==> config.mk <==
export PLATFORM = sky130hd
export DESIGN_NAME = address_generator
export DESIGN_NICKNAME = d
export VERILOG_FILES = /design/src/rtl/address_generator.sv
export SDC_FILE = /design/constraint.sdc
export NUM_CORES = 1
export LEC_CHECK = 0
export ABC_CLOCK_PERIOD_IN_PS = 2000
export BUFFER_PORTS_ARGS = -buffer_cell sky130_fd_sc_hd__buf_4
export CORE_ASPECT_RATIO = 0.5
export CORE_MARGIN = 4
export CORE_UTILIZATION = 52
export DETAILED_ROUTE_END_ITERATION = 6
export GPL_TIMING_DRIVEN = 0
export PLACE_DENSITY = 0.8
export SYNTH_ARGS = -nofsm -noshare
export SYNTH_HDL_FRONTEND = slang
export SYNTH_SLANG_ARGS = --single-unit
==> constraint.sdc <==
create_clock -name clk -period 2 [get_ports clk]
set_input_delay 0.2 -clock clk [delete_from_list [all_inputs] [get_ports clk]]
set_output_delay 0.2 -clock clk [all_outputs]
set_load 0.02 [all_outputs]
==> src/rtl/address_generator.sv <==
// address_generator: raster-scan frame-buffer read address with x/y coordinates and frame strobes
module address_generator #(
  parameter int IMAGE_WIDTH  = 320,
  parameter int IMAGE_HEIGHT = 240,
  parameter int ADDR_BITS    = $clog2(IMAGE_WIDTH*IMAGE_HEIGHT),
  localparam int XW = $clog2(IMAGE_WIDTH),
  localparam int YW = IMAGE_HEIGHT > 1 ? $clog2(IMAGE_HEIGHT) : 1
) (
  input  logic                 clk,
  input  logic                 reset_n,
  input  logic                 resend,
  output logic [ADDR_BITS-1:0] rdaddress,
  output logic [XW-1:0]        x,
  output logic [YW-1:0]        y,
  output logic                 frame_start,
  output logic                 frame_end
);
  localparam int N = IMAGE_WIDTH*IMAGE_HEIGHT;
  if (IMAGE_WIDTH < 2 || IMAGE_HEIGHT < 1 || ADDR_BITS < $clog2(IMAGE_WIDTH*IMAGE_HEIGHT)) begin : g_bad_params
    $error("address_generator: illegal IMAGE_WIDTH/IMAGE_HEIGHT/ADDR_BITS");
  end
  logic [ADDR_BITS-1:0] addr_q, addr_d;
  logic [XW-1:0]        x_q, x_d;
  logic [YW-1:0]        y_q, y_d;
  logic                 last_x, last;
  // next position: address and coordinates are separate counters, all cleared on resend or frame wrap
  always_comb begin
    last_x = x_q == XW'(IMAGE_WIDTH-1);
    last   = addr_q == ADDR_BITS'(N-1);
    addr_d = (resend || last) ? '0 : addr_q + 1'b1;
    x_d    = (resend || last_x) ? '0 : x_q + 1'b1;
    y_d    = (resend || last) ? '0 : last_x ? y_q + 1'b1 : y_q;
  end
  // state registers; reset takes priority over resend
  always_ff @(posedge clk) begin
    if (!reset_n) begin
      addr_q <= '0;
      x_q    <= '0;
      y_q    <= '0;
    end else begin
      addr_q <= addr_d;
      x_q    <= x_d;
      y_q    <= y_d;
    end
  end
  assign rdaddress   = addr_q;
  assign x           = x_q;
  assign y           = y_q;
  assign frame_start = addr_q == '0;
  assign frame_end   = addr_q == ADDR_BITS'(N-1);
endmodule

======== Word-level counts from Yosys, hierarchy flattened ========
Index checks and enable logic that the tools add are counted.
storage, ports and cells
  bits in registers ....................... 34
  input bits .............................. 3
  output and inout bits ................... 36
  logic and storage cells ................. 14
operators by class
  $add $sub $neg .......................... 3
  eq/ne operators ......................... 2
  bitwise logic cells ..................... 1
  reductions and logical operators ........ 5
operators with widths
  operator                                                          number
  17-bit by 1-bit adder with 17-bit output (second input constant)  1
  17-bit == test (second input constant)                            1
  17-bit zero test                                                  1
  9-bit by 1-bit adder with 9-bit output (second input constant)    1
  9-bit == test (second input constant)                             1
  8-bit by 1-bit adder with 8-bit output (second input constant)    1
  2-bit OR reduction                                                2
  1-bit logical OR                                                  2
  1-bit NOT                                                         1

======== Longest topological paths before layout ========
  depth in word-level cells ............... 3
  mapped depth ............................ 6
  depth with buffers taken out ............ 5

======== Worst setup path after synthesis ========
OpenSTA, ideal clock, no wires.
  path type ............................... flip-flop to flip-flop
  from .................................... register x_q[0], in the netlist x[0]
  to ...................................... register y_q[7], in the netlist y[7]
  library setup time ...................... 0.066 ns
  data arrival time ....................... 1.747 ns
  required time ........................... 1.934 ns
  path slack .............................. 0.187 ns
  stages on the path, launching flop included .. 6
  period minus slack after synthesis ...... 1.813 ns
  cell sequence ........................... dfxtp_1 > ha_1 > and3b_2 > nand4_4 > or4_4 > a21oi_2
on the way
  longest elaborated chain between the ends .. 1
RTL lines
  element                   line  source
  start: declaration        23    logic [XW-1:0] x_q, x_d;
  start signal: assignment  38    x_q <= '0;
  start signal: assignment  42    x_q <= x_d;
  9-bit == test             28    last_x = x_q == XW'(IMAGE_WIDTH-1);
  end signal: assignment    43    y_q <= y_d;
  end: declaration          24    logic [YW-1:0] y_q, y_d;
No other way between the ends.
A chain may end at the register's enable or synchronous reset.

======== Worst setup path after layout ========
  from .................................... register addr_q[0], in the netlist rdaddress[0]
  to ...................................... output frame_end
on the way
  longest elaborated chain between the ends .. 1
RTL lines
  element                   line  source
  start: declaration        22    logic [ADDR_BITS-1:0] addr_q, addr_d;
  start signal: assignment  41    addr_q <= addr_d;
  17-bit == test            50    assign frame_end = addr_q == ADDR_BITS'(N-1);
  end: declaration          16    output logic frame_end
No other way between the ends.

==> flow_metrics.env <==
export IMPL_hold_path_class="in2reg"
export IMPL_syn_to_final_growth_pct=27.3
export IMPL_clock_skew_ns=0.00371
export IMPL_numPortBuffers=38
export IMPL_syn_area_mm2=0.00161
export IMPL_vias=1403
export IMPL_hpwl_um=2460
export IMPL_grt_pass1_wl_um=5420
export IMPL_endpoint="frame_end"
export IMPL_drv_slew=0
export IMPL_crit_type="reg2out"
export IMPL_ir_drop_v=0.000489
export IMPL_maxCapViolCount=0
export IMPL_start_kind="flop"
export IMPL_fmax_ghz=0.556
export IMPL_grt_ovfl_total=0
export IMPL_gp_congestion=0.805
export IMPL_finalPower_mw=1.26
export IMPL_rr_startpoint="x[0]"
export IMPL_drc=0
export IMPL_yosysSeqAreaShare_pct=42.4
export IMPL_critPathRequiredTime_ns=1.80
export IMPL_power_density_mw_per_mm2=616
export IMPL_start_util_pct=58.1
export IMPL_relSlewSlack_pct=72.1
export IMPL_grt_pass1_vias=1227
export IMPL_p_leak_nw=0.785
export IMPL_final_common_cell="buf_4"
export IMPL_critPathMaxFanout=7
export IMPL_synth_warnings=0
export IMPL_drive_above_1_share_pct=27.9
export IMPL_coreArea_mm2=0.00277
export IMPL_first_pass_iters=4
export IMPL_rows=13
export IMPL_setup_viol=0
export IMPL_fin_setup_tns_ns=0
export IMPL_ant_nets=0
export IMPL_nets=235
export IMPL_rr_endpoint="y[7]"
export IMPL_syn_avg_cell_area_um2=8.83
export IMPL_path_clk_slew_ns=0.07
export IMPL_min_period_over_period_pct=90.0
export IMPL_drt_iter0_drc=37
export IMPL_synth_edf_count=0
export IMPL_wl_per_cell_um=12.6
export IMPL_numCtsBuffers=5
export IMPL_antenna_cells=0
export IMPL_synth_cells=182
export IMPL_routed_via_density=5.27
export IMPL_crit_start="rdaddress[0]"
export IMPL_rsz0062_at_grt="no"
export IMPL_final_cell_mix="buf_4 (41), nor2_1 (36), dfxtp_1 (32)"
export IMPL_r2r_slack_ns=0.22
export IMPL_hold_viol=0
export IMPL_worst_pin_slew_ns=0.415
export IMPL_rr_worst_depth=5
export IMPL_cts_buffer_depth=2
export IMPL_grt_start_max_net_pins=11
export IMPL_period_needed_ns=1.80
export IMPL_worstPathArrival_ns=1.60
export IMPL_boundaryPins=39
export IMPL_clk_latency_ns=0.29
export IMPL_synth_flop_cell="dfxtp_1"
export IMPL_dieArea_mm2=0.00410
export IMPL_grt_usage_pct=17.4
export IMPL_synth_async_sr_flop_share_pct=0
export IMPL_die_w_um=86.6
export IMPL_synth_distinct_cells=38
export IMPL_dieHeight_um=47.3
export IMPL_antenna_found_initial=0
export IMPL_cts_tree="done"
export IMPL_synth_nets=189
export IMPL_status="complete, no violations"
export IMPL_h_tree_depth=2
export IMPL_cts_root_buf="clkbuf_8"
export IMPL_wl_um=3350
export IMPL_ys_ff_latch=34
export IMPL_cp_end_kind="output port"
export IMPL_clock_sinks=34
-- worst min path at each step --
| stage | from | end | slack, ns | cells after the start |
|---|---|---|---|---|
| global route | reset_n | x[8] | 0.28 | 3 |
| finish | reset_n | x[8] | 0.28 | 3 |
| detailed placement | x[0] | x[0] | 0.47 | 1 |
| global placement | x[0] | x[0] | 0.46 | 1 |
| floorplan | reset_n | x[8] | 0.39 | 2 |
| CTS | resend | x[8] | 0.28 | 3 |
-- cell families (layout without fill, tap and decap cells) --
group	count (synthesis)	after routing	synth area share, %
and+or+nand+nor	95	95	32.6
xor gates and xnor gates	24	24	13.1
buffers and inverters	14	61	4.36
DFF	34	34	42.4
muxes	1	1	0.623
adders and majority gates	4	4	3.12
AOI/OAI and AO/OA	10	10	3.89
-- repair_timing --
item,CTS,global route
hold buffers,0,0
gates resized for setup,0,3
endpoints found under the setup margin,1,1
pin swaps,1,0
buffers inserted,1,0
-- power by group --
group	leakage (nW)	total, mW	internal (mW)	switching [mW]
registers	0.275	0.687	0.681	0.00572
clock network	0.0482	0.524	0.278	0.247
logic	0.462	0.0472	0.0202	0.0270
-- area by class of cell --
| cell class | instances | area (um^2) |
|---|---|---|
| tap | 37 | 46.3 |
| clock buffer | 7 | 86.3 |
| clock inverter | 1 | 5.00 |
| inverter | 8 | 30.0 |
| timing repair buffer | 39 | 293 |
| multi-input combinational | 134 | 861 |
| fill | 209 | 721 |
| buffer | 6 | 40.0 |
| sequential | 34 | 683 |
-- cell usage after synthesis, types with 2 or more instances --
cell	count	share of area [%]
dfxtp_1	34	42
nor3_1	4	1.2
and3_1	3	1.2
o21ai_0	4	1.2
inv_1	8	1.9
nand2_1	7	1.6
ha_1	4	3.1
xor2_1	8	4.4
nor4_1	10	3.9
xnor2_1	16	8.7
nand4_1	5	1.9
buf_4	2	0.93
nor2b_1	2	0.78
and4_1	4	2.2
nor2_1	36	8.4
nand3_1	11	3.4
a21oi_1	3	0.93
-- metrics by stage --
stage | cells | instance area (um^2) | hold WS, ns | setup slack [ns] | util [%]
after floorplan | 182 | 1610 | 0.391 | 0.187 | -
after global placement | 257 | 1940 | 0.462 | 0.0948 | 70.1
after detailed placement | 257 | 1940 | 0.469 | 0.0683 | 70.1
after CTS | 266 | 2040 | 0.283 | 0.0639 | 73.7
after global routing | 266 | 2040 | 0.284 | 0.0360 | 73.9
final | 266 | 2040 | 0.281 | 0.200 | 73.9
-- routing by layer --
| layer | track usage (%) | routed length [um] | up-vias |
|---|---|---|---|
| met5 | 0 | 0 | - |
| met4 | 7.45 | 42 | 0 |
| met3 | 6.65 | 171 | 5 |
| met2 | 28.4 | 1500 | 33 |
| met1 | 21.3 | 1640 | 643 |
| li1 | - | - | 722 |
-- worst max-delay path: stages (launching register included) --
cell,delay [ns]
dfxtp_2,0.39
ha_1,0.23
nand4_1,0.16
nor3_2,0.16
and4_1,0.23
buf_4,0.14
-- registers in the layout, summed over array words and instances, names as in the netlist --
name	count
rdaddress	17
x	9
y	8
No activity file was read; power rests on OpenSTA's default activity.
